`src/rtl/bg_pkg.sv`:
```
// rtl/bg_pkg.sv - shared state encoding and distance-mode constants for the background remover
package bg_pkg;

   typedef enum logic [2:0] {
      QI   = 3'd0,
      QS   = 3'd1,
      QSD  = 3'd2,
      QBG  = 3'd3,
      QBGD = 3'd4
   } bg_state_t;

   localparam int DIST_PER_CHANNEL = 0;
   localparam int DIST_SUM         = 1;

endpackage

```
`src/rtl/bg_pixel_cmp.sv`:
```
// rtl/bg_pixel_cmp.sv - single-pixel distance test against the mean, replacing matches with the background colour
module bg_pixel_cmp
   import bg_pkg::*;
#(
   parameter int W         = 8,
   parameter int DIST_MODE = DIST_PER_CHANNEL
) (
   input  logic [W-1:0] pix_r,
   input  logic [W-1:0] pix_g,
   input  logic [W-1:0] pix_b,
   input  logic [W-1:0] exp_r,
   input  logic [W-1:0] exp_g,
   input  logic [W-1:0] exp_b,
   input  logic [W+1:0] threshold,
   input  logic [W-1:0] bg_r,
   input  logic [W-1:0] bg_g,
   input  logic [W-1:0] bg_b,
   output logic [W-1:0] res_r,
   output logic [W-1:0] res_g,
   output logic [W-1:0] res_b,
   output logic         match
);

   // W+2 bits keeps the three-channel sum (at most 3*(2**W-1)) from wrapping
   function automatic logic [W+1:0] abs_diff(input logic [W-1:0] a, input logic [W-1:0] b);
      return (a >= b) ? {2'b00, a - b} : {2'b00, b - a};
   endfunction

   logic [W+1:0] d_r, d_g, d_b;

   always_comb begin
      d_r = abs_diff(pix_r, exp_r);
      d_g = abs_diff(pix_g, exp_g);
      d_b = abs_diff(pix_b, exp_b);
      if (DIST_MODE == DIST_SUM) begin
         match = (d_r + d_g + d_b) <= threshold;
      end else begin
         match = (d_r <= threshold) && (d_g <= threshold) && (d_b <= threshold);
      end
      res_r = match ? bg_r : pix_r;
      res_g = match ? bg_g : pix_g;
      res_b = match ? bg_b : pix_b;
   end

endmodule

```
`src/rtl/bg_remover_stream_pe.sv`:
```
// rtl/bg_remover_stream_pe.sv - two-pass streaming background remover: frame mean, then replace near-mean pixels
module bg_remover_stream_pe
   import bg_pkg::*;
#(
   parameter int W         = 8,
   parameter int LANES     = 1,
   parameter int LOG2_NPIX = 4,
   parameter int DIST_MODE = DIST_PER_CHANNEL
) (
   input  logic                 Clk,
   input  logic                 Reset,
   input  logic                 Start_Sum,
   input  logic                 Start_BgRemoval,
   input  logic                 Ack,
   input  logic [W+1:0]         threshold,
   input  logic [W-1:0]         desired_bg_r,
   input  logic [W-1:0]         desired_bg_g,
   input  logic [W-1:0]         desired_bg_b,
   input  logic                 in_valid,
   output logic                 in_ready,
   input  logic [LANES*W-1:0]   red_in,
   input  logic [LANES*W-1:0]   green_in,
   input  logic [LANES*W-1:0]   blue_in,
   output logic                 out_valid,
   input  logic                 out_ready,
   output logic [LANES*W-1:0]   red_out,
   output logic [LANES*W-1:0]   green_out,
   output logic [LANES*W-1:0]   blue_out,
   output logic [W-1:0]         red_exp,
   output logic [W-1:0]         green_exp,
   output logic [W-1:0]         blue_exp,
   output logic                 exp_valid,
   output logic [LOG2_NPIX:0]   bg_count,
   output logic                 Qi,
   output logic                 Qs,
   output logic                 Qsd,
   output logic                 Qbg,
   output logic                 Qbgd
);

   localparam int NPIX  = 1 << LOG2_NPIX;
   localparam int BEATS = NPIX / LANES;
   localparam int AW    = W + LOG2_NPIX;
   localparam int CW    = LOG2_NPIX + 1;

   bg_state_t          state, state_n;
   logic [CW-1:0]      beat_cnt;
   logic [AW-1:0]      acc_r, acc_g, acc_b;
   logic [AW-1:0]      sum_r, sum_g, sum_b;
   logic [LANES*W-1:0] cmp_r, cmp_g, cmp_b;
   logic [LANES-1:0]   match;
   logic [CW-1:0]      match_cnt;
   logic               accept, last_beat, all_in;

   for (genvar k = 0; k < LANES; k++) begin : g_lane
      bg_pixel_cmp #(.W(W), .DIST_MODE(DIST_MODE)) u_cmp (
         .pix_r     (red_in[k*W +: W]),
         .pix_g     (green_in[k*W +: W]),
         .pix_b     (blue_in[k*W +: W]),
         .exp_r     (red_exp),
         .exp_g     (green_exp),
         .exp_b     (blue_exp),
         .threshold (threshold),
         .bg_r      (desired_bg_r),
         .bg_g      (desired_bg_g),
         .bg_b      (desired_bg_b),
         .res_r     (cmp_r[k*W +: W]),
         .res_g     (cmp_g[k*W +: W]),
         .res_b     (cmp_b[k*W +: W]),
         .match     (match[k])
      );
   end

   // Running sums including the beat currently on the bus, so the mean can latch on the last accept
   always_comb begin
      sum_r     = acc_r;
      sum_g     = acc_g;
      sum_b     = acc_b;
      match_cnt = '0;
      for (int k = 0; k < LANES; k++) begin
         sum_r     = sum_r + AW'(red_in[k*W +: W]);
         sum_g     = sum_g + AW'(green_in[k*W +: W]);
         sum_b     = sum_b + AW'(blue_in[k*W +: W]);
         match_cnt = match_cnt + CW'(match[k]);
      end
   end

   assign last_beat = (beat_cnt == CW'(BEATS - 1));
   assign all_in    = (beat_cnt == CW'(BEATS));
   assign accept    = in_valid && in_ready;

   always_ff @(posedge Clk) begin
      if (Reset) state <= QI;
      else       state <= state_n;
   end

   always_comb begin
      state_n  = state;
      in_ready = 1'b0;
      case (state)
         QI: begin
            if (Start_Sum)                         state_n = QS;
            else if (Start_BgRemoval && exp_valid) state_n = QBG;
         end
         QS: begin
            in_ready = 1'b1;
            if (in_valid && last_beat) state_n = QSD;
         end
         QBG: begin
            in_ready = (!out_valid || out_ready) && !all_in;
            if (all_in && out_valid && out_ready) state_n = QBGD;
         end
         QSD, QBGD: begin
            if (Ack) state_n = QI;
         end
         default: state_n = QI;
      endcase
   end

   assign Qi   = (state == QI);
   assign Qs   = (state == QS);
   assign Qsd  = (state == QSD);
   assign Qbg  = (state == QBG);
   assign Qbgd = (state == QBGD);

   always_ff @(posedge Clk) begin
      if (Reset) begin
         beat_cnt  <= '0;
         acc_r     <= '0;
         acc_g     <= '0;
         acc_b     <= '0;
         red_exp   <= '0;
         green_exp <= '0;
         blue_exp  <= '0;
         exp_valid <= 1'b0;
         bg_count  <= '0;
         out_valid <= 1'b0;
         red_out   <= '0;
         green_out <= '0;
         blue_out  <= '0;
      end else begin
         case (state)
            QI: begin
               if (state_n == QS) begin
                  beat_cnt <= '0;
                  acc_r    <= '0;
                  acc_g    <= '0;
                  acc_b    <= '0;
               end
               if (state_n == QBG) begin
                  beat_cnt <= '0;
                  bg_count <= '0;
               end
            end
            QS: begin
               if (accept) begin
                  beat_cnt <= beat_cnt + CW'(1);
                  acc_r    <= sum_r;
                  acc_g    <= sum_g;
                  acc_b    <= sum_b;
                  if (last_beat) begin
                     red_exp   <= sum_r[AW-1:LOG2_NPIX];
                     green_exp <= sum_g[AW-1:LOG2_NPIX];
                     blue_exp  <= sum_b[AW-1:LOG2_NPIX];
                     exp_valid <= 1'b1;
                  end
               end
            end
            QBG: begin
               if (accept) begin
                  red_out   <= cmp_r;
                  green_out <= cmp_g;
                  blue_out  <= cmp_b;
                  out_valid <= 1'b1;
                  beat_cnt  <= beat_cnt + CW'(1);
                  bg_count  <= bg_count + match_cnt;
               end else if (out_ready) begin
                  out_valid <= 1'b0;
               end
            end
            default: ;
         endcase
      end
   end

endmodule
```
`config.mk`:
```
export PLATFORM = sky130hd
export DESIGN_NAME = bg_remover_stream_pe
export DESIGN_NICKNAME = d
export VERILOG_FILES = /design/src/rtl/bg_pkg.sv /design/src/rtl/bg_pixel_cmp.sv /design/src/rtl/bg_remover_stream_pe.sv
export SDC_FILE = /design/constraint.sdc
export NUM_CORES = 1
export LEC_CHECK = 0
export BUFFER_PORTS_ARGS = -buffer_cell sky130_fd_sc_hd__buf_4
export CORE_MARGIN = 2
export CORE_UTILIZATION = 32
export DETAILED_ROUTE_END_ITERATION = 6
export PLACE_DENSITY = 0.58
export SETUP_SLACK_MARGIN = 0.05
export SLEW_MARGIN = 25
export SYNTH_ARGS = -nofsm -noshare
export SYNTH_HDL_FRONTEND = slang
export SYNTH_SLANG_ARGS = --single-unit
```
`constraint.sdc`:
```
create_clock -name Clk -period 13 [get_ports Clk]
set_clock_uncertainty 0.15 [all_clocks]
set_input_delay 0.65 -clock Clk [delete_from_list [all_inputs] [get_ports Clk]]
set_output_delay 0.65 -clock Clk [all_outputs]
set_load 0.01 [all_outputs]
```
==> metrics.md, run 1 <==
| Metric | Value |
|---|---|
| GP Congestion | 0.927 |
| Tightest Hold Check Type | reg -> reg |
| Final core utilization | 0.393 |
| Main synth FF type | dfxtp_1 |
| Status | completed |
| Maximum resistive drop on vdd | 54.8 uV |
| Reg2reg start | blue_exp[0] |
| Die width | 160 microns |
| Synth Area per Inst | ~8.1 sq um |
| DR vias/cell | about 5.4 |
| Vias | roughly 7.4k |
| Post-route cell area | 9280 sq um |
| Hold-fix buffers, CTS | 0 |
| Most frequent CP cell | ha_1 |
| Row count | 56 |
| Fin cells | 1,376 |
| Post_cts resized | 0 |
| Global-route wire length before repair | 38.9 mm |
| Hold Crit Start | acc_b[0] |
| Clock-pin slew on the worst setup and hold paths | 0.07 ns |
| Post-placement cell area | approximately 9000 sq um |
| GRT overflow | 0 |
| RSZ-0062 raised after global routing | no |
| Fillers | 2,434 |
| Die area | 25,500 sq um |
| DP Wirelength | about 19 mm |
| Synth Net Count | 1,127 |
| Proportion of layout cells with a drive suffix above 1 | 0.163 |
| Reg2reg setup slack | 7.11 ns |
| CTS Buf Count | 9 |
| Kind of start point of the critical path | flop |
| Multi-input combinational cell area | 5310 sq um |
| Setup TNS | 0 ns |
| Register area share after synthesis | 0.255 |
| Deepest clock path buffer count | 2 |
| Num Clock Sinks | 99 |
| Mapped cell area | 7760 sq um |
| Netlist cell types | 71 |
| 1st-iter DRT viols | 401 |
| Async set or reset register ratio after synthesis | 0 |
| CP delay by family, top | compound AO/OA/AOI/OAI gates |
| Layout area overhead | 19.5% |
| Per-cell routed wire length | between 15 and 20 microns |
| Req. time, crit path | between 10 and 15 ns |
| Rel. slew slack | 0.360 |
| Pin count of the biggest net entering global routing | 52 |
| Tcrit/Tclk final | 0.453 |
| Total wire length | 24.5 mm |
| Post-layout min period | approximately 5.9 ns |
| Yosys warning total | 0 |
| CTS root buf | clkbuf_16 |
| Power per cell area | 82.7 nW/um^2 |
| Worst Path Buf+Inv | 2 |
| Critical Path Max Stage Delay | 0.56 ns |
| Crit-path max FO | 22 |
| Post-synth EDFFs | 0 |
| Worst setup EP type | flop |
| Die height | roughly 160 microns |
| Synthesized flop and latch total | a little under 100 |
| Worst reg-to-reg path cell count | 20 |
| Crit path depth | 20 |
| Initial antenna violation count | 0 |
| Port bufs | between 100 and 150 |
| Starting Density | 0.329 |
| CP Class | reg -> reg |
| Post-Synthesis Cells | 955 |
| Layout net count | 1,224 |
| CTS tree | built |
| Antenna-violating nets left | 0 |
| Worst-Skew Late Latency | 0.36 ns |
| Reg2Reg Capture Point | bg_count[4] |
| Cells along the critical path | ha_1, inv_1, fa_1, a21o_1, a22oi_1, a31o_1, o211ai_1, a211oi_2, xnor2_1, ha_1, a211o_1, a2111oi_0, o22a_1, nand2_1, inv_1, ha_1, ha_1, nand4_1, xor2_1, nor3_1 |
| Vias in the first global route | 7,070 |
| Count of final setup violators | 0 |
| Setup bufs post-CTS | 0 |
| Final Hold Viols | 0 |
| Least-Margin Pin Slew | 0.959 ns |
| DRC errors left | 0 |
| Critical Path AT | approximately 6.0 ns |
| Fmax | 170 MHz |
| Critical Path Start | blue_exp[0] |
| Ports | between 100 and 150 |
| Worst setup path endpoint | bg_count[4] |
| FF+latch area | 1980 sq um |
| DR pass1 iterations | 5 |
| GRT Total Usage | 0.191 |
| Max-cap violations | 0 |
| Max-slew violation count | 0 |
| CTS HTree Levels | 3 |
| Leak | 3.91 nW |
| CP max stage cell | a2111oi_0 |
| ANT cells | 0 |
| DP Cell Count | 1,360 |
| Total power | 0.768 mW |
| Core Area | between 20,000 and 25,000 sq um |
synthesized netlist by cell type, types with 12 or more instances:
master	n	area [sq um]
a21o_1	20	150
a21oi_1	77	385
a311oi_1	21	184
clkbuf_1	37	139
dfxtp_1	99	1980
ha_1	98	1230
inv_1	82	308
nand2_1	72	270
nand3_1	38	190
nand4_1	15	93.8
nor2_1	44	165
nor3_1	17	85.1
nor4_1	22	138
o211ai_1	12	90.1
o21a_1	17	128
o21ai_0	61	305
or3_1	12	75.1
xnor2_1	32	280
xor2_1	21	184
worst min-delay path, cell delays in order (launching register included):
cell and delay, ns:
dfxtp_1 0.31, nand2_1 0.05, a21oi_1 0.05
flip-flops by register name, indices dropped and copies added, names as in the netlist:
signal and flops:
red_out 8, state 3, beat_cnt 5, acc_b 12
bg_count 5, blue_exp 8, out_valid 1, red_exp 8
blue_out 8, acc_g 12, green_exp 8, acc_r 12
exp_valid 1, green_out 8
placed cells by master, fill, tap and decap left out, drive strengths merged, types with 11 or more instances in the layout:
master  count
a22oi      11
buf       132
clkbuf     11
dfxtp      99
o211ai     12
xor2       21
nand3      38
nand2      72
xnor2      32
inv        82
o21ai      65
nand4      15
nor3       17
a21o       21
or3        14
ha         98
a311oi     21
o21a       17
nor4       22
a21oi      77
nor2       44
logic make-up after synthesis:
logic type,Yosys count,share of synthesized area
AOI/OAI and AO/OA,292,0.254
and+or+nand+nor,266,0.173
buffers and inverters,128,0.0632
adders and majority gates,107,0.181
DFF,99,0.255
xor gates and xnor gates,53,0.0598
muxes,10,0.0134
how the worst min path moves through the flow:
stage,end,slack [ns],cells after the start
3_5_place_dp,acc_b[0],0.30,2
6_report,acc_b[0],0.31,2
5_1_grt,acc_b[0],0.33,2
3_3_place_gp,acc_b[0],0.29,2
2_1_floorplan,acc_b[5],0.28,2
4_1_cts,acc_b[0],0.31,2
layer usage:
metal,wire length (microns),track usage
met2,11400,0.320
met3,1140,0.0348
met4,399,0.0442
met5,0,0
met1,11500,0.254
report_power, final:
group	total [mW]	leakage (nW)	internal, mW	switching [mW]
Combinational	0.190	2.97	0.0773	0.113
Clock	0.268	0.139	0.138	0.130
Sequential	0.310	0.799	0.307	0.00298
Total	0.768	3.91	0.522	0.245
layout make-up:
type,count,area share
Sequential cell,99,0.214
Tap cell,319,0.0430
Inverter,82,0.0332
Clock inverter,5,0.00539
Clock buffer,11,0.0262
Multi-Input combinational cell,728,0.572
Timing Repair Buffer,132,0.107
through the flow:
step / hold WS, ns / worst slack (ns)
final: 0.307 / 7.11
after global routing: 0.327 / 6.69
after CTS: 0.310 / 7.05
after detailed placement: 0.300 / 6.74
after global placement: 0.294 / 6.88
after floorplan: 0.279 / 8.14
(Power assumes the default switching activity.)
==> run 2: changes to the inputs <==
--- a/config.mk
+++ b/config.mk
@@ -9,7 +9,7 @@
 export CORE_MARGIN = 2
 export CORE_UTILIZATION = 32
 export DETAILED_ROUTE_END_ITERATION = 6
-export PLACE_DENSITY = 0.58
+export PLACE_DENSITY = 0.6
 export SETUP_SLACK_MARGIN = 0.05
 export SLEW_MARGIN = 25
 export SYNTH_ARGS = -nofsm -noshare
==> constraint.sdc (replaced) <==
create_clock -name Clk -period 4.9 [get_ports Clk]
set_clock_uncertainty 0.15 [all_clocks]
set_input_delay 0.245 -clock Clk [delete_from_list [all_inputs] [get_ports Clk]]
set_output_delay 0.245 -clock Clk [all_outputs]
set_load 0.01 [all_outputs]
==> metrics.md, run 2 (synthesis results as in run 1) <==
| Metric | Value |
|---|---|
| Deepest clock path buffer count | 2 |
| Rel. slew slack | 0.254 |
| Port bufs | 125 |
| Fillers | 2,421 |
| CP max stage cell | ha_1 |
| GP Congestion | 0.873 |
| Global-route wire length before repair | 38.7 mm |
| ANT cells | 0 |
| Count of final setup violators | 0 |
| Per-cell routed wire length | between 15 and 20 microns |
| RSZ-0062 raised after global routing | no |
| Post-layout min period | 4.59 ns |
| CTS tree | built |
| Die width | between 150 and 200 microns |
| Place WS | -0.0564 ns |
| Pin count of the biggest net entering global routing | 52 |
| Die height | ~160 microns |
| Kind of start point of the critical path | flop |
| Final Hold Viols | 0 |
| 1st-iter DRT viols | 474 |
| CTS root buf | clkbuf_16 |
| DRC errors left | 0 |
| Core Area | 23,600 sq um |
| Initial antenna violation count | 0 |
| Starting Density | 0.329 |
| Die area | 25,500 sq um |
| Total wire length | 24.7 mm |
| Critical Path Max Stage Delay | 0.39 ns |
| Critical Path AT | between 4 and 5 ns |
| Commonest non-fill, non-tap cell in the layout | buf_4 |
| Crit-path max FO | 5 |
| Clock-pin slew on the worst setup and hold paths | 0.08 ns |
| Leak | roughly 4 nW |
| Setup ws final | 0.308 ns |
| Worst-Skew Late Latency | 0.35 ns |
| Vias | around 7.5k |
| Most frequent CP cell | ha_1 |
| Cells along the critical path | ha_1, and3_1, nand4_1, a31o_1, o311a_1, a211oi_2, xnor2_1, ha_1, a211o_1, a2111oi_0, buf_4, o22a_1, nand2_2, inv_1, ha_1, ha_1, nand4_1, xor2_1, nor3_1 |
| Least-Margin Pin Slew | 1.11 ns |
| GRT overflow | 0 |
| Num Clock Sinks | 99 |
| DR vias/cell | 5.37 |
| CP Class | reg -> reg |
| Antenna-violating nets left | 0 |
| Max-slew violation count | 0 |
| Proportion of layout cells with a drive suffix above 1 | 0.189 |
| Power per cell area | 223 nW/um^2 |
| Max-cap violations | 0 |
| Setup bufs post-CTS | 0 |
| Maximum resistive drop on vdd | between 100 and 150 uV |
| Worst setup EP type | flop |
| CTS Buf Count | 9 |
| DR pass1 iterations | 7 |
| Row count | 56 |
| DP Wirelength | 19.4 mm |
| Total power | 2.13 mW |
| Req. time, crit path | 5.03 ns |
| Status | completed |
| Tightest Hold Check Type | in -> reg |
| GRT Total Usage | 0.190 |
| Layout area overhead | 22.8% |
| Hold-fix buffers, CTS | 0 |
| Tcrit/Tclk final | 0.937 |
| Biggest regs | acc_b x12, acc_g x12, acc_r x12 |
| Vias in the first global route | 7,131 |
| Final core utilization | 0.404 |
| CTS HTree Levels | 3 |
| Fmax | 218 MHz |
| Most frequent cells in the layout | buf_4, ha_1, dfxtp_1 |
| Layout net count | 1,249 |
| Ports | 126 |
==> run 2: cell types whose count changed in the layout (fill, tap and decap cells not counted), sizes merged <==
cell / previous run / this run
bufinv: 0 / 1
buf: 132 / 157
clkbuf: 11 / 9
clkinv: 4 / 3
inv: 82 / 84
==> run 2: power by group <==
group,leakage (nW),switching (mW),internal (mW)
clock network,0.149,0.361,0.405
logic,3.10,0.315,0.227
registers,0.800,0.00785,0.814
total,4.05,0.684,1.45
==> run 2: critical path, delay by kind of cell (launching register included) <==
family / cells / cell delay, ns
and+or+nand+nor: 5 / 0.72
buffers and inverters: 2 / 0.26
adders and majority gates: 4 / 1.00
DFF: 1 / 0.38
xor gates and xnor gates: 2 / 0.31
AOI/OAI and AO/OA: 6 / 1.71
==> run 2: repair_timing <==
item | CTS | global route
gates resized for setup | 1 | 9
setup endpoints to repair | 1 | 29
pin swaps | 0 | 3
endpoints found under the hold margin | 0 | 0
==> run 2: through the flow <==
stage | std cells | TNS, ns | instance area [sq um] | hold slack [ns]
after global placement | 1385 | -0.137 | 9170 | 0.292
after global routing | 1401 | 0 | 9530 | 0.0289
after floorplan | 955 | 0 | 7760 | 0.259
after detailed placement | 1385 | -0.0568 | 9180 | 0.298
final | 1401 | 0 | 9530 | 0.0284
after CTS | 1401 | 0 | 9500 | 0.0199
==> run 2: final timing paths <==
path	depth (start not counted)	to	start	slack [ns]
worst max-delay path	19	bg_count[4]	blue_exp[3]	0.31
worst max register to register	19	bg_count[4]	blue_exp[3]	0.31
worst min-delay path	3	blue_out[7]	desired_bg_b[7]	0.03
worst min register to register	2	acc_r[0]	acc_r[0]	0.31
==> run 2: layout make-up <==
cell class / count / area, sq um / area share
multi-input cells: 728 / 5350 / 0.562
clock inverters: 7 / 85.1 / 0.00892
inverters: 82 / 308 / 0.0323
repair buffers: 157 / 1180 / 0.124
clock buffers: 9 / 225 / 0.0236
flip-flops and latches: 99 / 1980 / 0.208
well taps: 319 / 399 / 0.0419
==> run 2: per-layer routing <==
metal  track usage  routed length, microns
met4        0.0438                     438
met2         0.314                   11400
met5             0                       0
met1         0.257                   11600
met3        0.0361                    1360
==> run 3: changes to the inputs <==
--- a/config.mk
+++ b/config.mk
@@ -14,4 +14,5 @@
 export SLEW_MARGIN = 25
 export SYNTH_ARGS = -nofsm -noshare
 export SYNTH_HDL_FRONTEND = slang
+export SYNTH_HIERARCHICAL = 1
 export SYNTH_SLANG_ARGS = --single-unit
==> metrics.md, run 3 <==
| Metric | Value |
|---|---|
| Hold WS | 0.0127 ns |
| Hold-fix buffers, CTS | 0 |
| Netlist cell types | 73 |
| Crit-path max FO | 10 |
| Leak | 4.21 nW |
| Register area share after synthesis | 0.245 |
| RSZ-0062 raised after global routing | no |
| Post-layout min period | approximately 4.6 ns |
| Yosys warning total | 6 |
| CTS root buf | clkbuf_16 |
| Die area | 26,600 sq um |
| DP Wirelength | approximately 19 mm |
| Tightest Hold Check Type | in -> reg |
| Most frequent CP cell | ha_1 |
| ANT cells | 0 |
| Layout net count | 1,269 |
| Combinational share of power | 0.277 |
| Tcrit/Tclk final | 0.930 |
| Clock-pin slew on the worst setup and hold paths | 0.07 ns |
| Critical Path AT | 4.62 ns |
| Setup TNS | 0 ns |
| Worst Path Buf+Inv | 2 |
| 1st-iter DRT viols | 536 |
| Proportion of layout cells with a drive suffix above 1 | 0.215 |
| CP max stage cell | fa_1 |
| Clock Power Share | 0.327 |
| Max-cap violations | 0 |
| Share of the synthesized area in the top cell type | 0.245 |
| Place WS | around 0.047 ns |
| CTS Buf Count | 9 |
| Critical Path Max Stage Delay | 0.43 ns |
| Antenna-violating nets left | 0 |
| Rel. slew slack | 0.394 |
| Pin count of the biggest net entering global routing | 73 |
| Kind of start point of the critical path | flop |
| Total power | 2.08 mW |
| DR pass1 iterations | 6 |
| Main synth FF type | dfxtp_1 |
| Synth Area per Inst | around 8.4 sq um |
| Power share of the sequential group | 0.395 |
| Req. time, crit path | 4.96 ns |
| CTS HTree Levels | 3 |
| Fin cells | 1,430 |
| Post-Synthesis Cells | 969 |
| Synth Net Count | 1,141 |
| DRC errors left | 0 |
| Maximum resistive drop on vdd | between 200 and 250 uV |
| Status | completed |
| Fillers | roughly 2.6k |
| Mapped cell area | between 8000 and 9000 sq um |
| Vias in the first global route | 6,901 |
| Port bufs | 125 |
| Post-route cell area | approximately 10000 sq um |
| GRT overflow | 0 |
| Commonest non-fill, non-tap cell in the layout | buf_4 |
| Most common cell in the synthesized netlist | a21oi_1 |
| Least-Margin Pin Slew | 0.909 ns |
| Ports | 126 |
| Most frequent cells in the layout | buf_4, a21oi_1, nand2_1 |
| Count of final setup violators | 0 |
| Top post-synthesis cells by count | a21oi_1, nand2_1, dfxtp_1 |
| Starting Density | 0.324 |
| Total wire length | 23.7 mm |
| Setup ws final | about 0.34 ns |
| GRT Total Usage | 0.175 |
| Worst setup EP type | flop |
| Die width | 163 microns |
| Internal | approximately 1.4 mW |
| DP Cell Count | 1,404 |
| Num Clock Sinks | 99 |
| Switching power | 0.635 mW |
| Per-cell routed wire length | 16.6 microns |
| Cells taking the most area after synthesis | dfxtp_1, ha_1, a21oi_1 |
| Final core utilization | 0.391 |
| Vias | 7,408 |
| Initial antenna violation count | 0 |
| Global-route wire length before repair | 36.9 mm |
| Die height | 163 microns |
| CTS tree | built |
| Max-slew violation count | 0 |
| Fmax | 219 MHz |
| Power per cell area | 212 nW/um^2 |
| Final Hold Viols | 0 |
| Async set or reset register ratio after synthesis | 0 |
| DR vias/cell | 5.18 |
| FF+latch area | 1980 sq um |
| CP delay by family, top | compound AO/OA/AOI/OAI gates |
| GP Congestion | 0.910 |
| Biggest regs | acc_b x12, acc_g x12, acc_r x12 |
| Core Area | between 20,000 and 30,000 sq um |
| Sw Share | 0.306 |
| Multi-input combinational cell area | 5640 sq um |
| Row count | between 50 and 60 |
| Deepest clock path buffer count | 2 |
| Synthesized flop and latch total | slightly below 100 |
| Cells along the critical path | ha_1, inv_1, fa_1, a21o_1, a211oi_1, o21ai_2, a211o_1, a31oi_1, xnor2_1, ha_1, nand4_1, nor3_2, o21ai_1, a22oi_1, a211oi_4, buf_12, ha_1, ha_1, nand4_1, xor2_1, nor3_1 |
| Post-placement cell area | about 9400 sq um |
| CP Class | reg -> reg |
| Layout area overhead | 20.8% |
| Worst-Skew Late Latency | between 0.3 and 0.4 ns |
| Post-synth top area cell | dfxtp_1 |
| Post-synth EDFFs | 0 |
==> run 3: final timing paths <==
check	from	endpoint	slack, ns	depth (start not counted)
min	Ack	state[2]	0.01	4
max reg2reg	blue_exp[0]	bg_count[4]	0.34	21
min reg2reg	red_out[1]	red_out[1]	0.31	2
max	blue_exp[0]	bg_count[4]	0.34	21
==> run 3: layout make-up <==
cell class | instances | area share
inverter | 79 | 0.0308
multi-input combinational | 751 | 0.576
clock buffer | 9 | 0.0230
tap | 330 | 0.0422
sequential | 99 | 0.203
timing repair buffer | 157 | 0.122
clock inverter | 5 | 0.00409
==> run 3: power by group through the flow <==
stage,logic (mW),clock network (mW),registers [mW]
global placement,0.536,0,0.839
CTS,0.545,0.697,0.820
global route,0.635,0.728,0.822
finish,0.576,0.680,0.820
floorplan,0.393,0,0.836
detailed placement,0.542,0,0.839
==> run 3: worst reg2reg max path: cells and delay by family (launching register included) <==
kind,cells,cell delay (ns)
AO/OA/AOI/OAI,8,1.62
adder cells (fa/ha/maj),5,1.28
AND/OR/NAND/NOR,4,0.48
flip-flops,1,0.39
XOR/XNOR,2,0.27
buffers and inverters,2,0.22
==> run 3: logic make-up after synthesis <==
group                      Yosys count  synth area share
AOI/OAI and AO/OA                  262             0.207
xor gates and xnor gates            42            0.0454
adders and majority gates          107             0.174
buffers and inverters              119            0.0656
DFF                                 99             0.245
muxes                               46            0.0715
and+or+nand+nor                    294             0.192
==> run 3: layer usage <==
metal,GRT usage,part of all wire
met1,0.226,0.45
met2,0.297,0.48
met3,0.0254,0.044
met4,0.0623,0.029
met5,0,0
==> run 3: repair_timing <==
action                                  4_1_cts  5_1_grt
endpoints found under the setup margin        0       29
setup buffers                                 0       12
resized for setup                             0       12
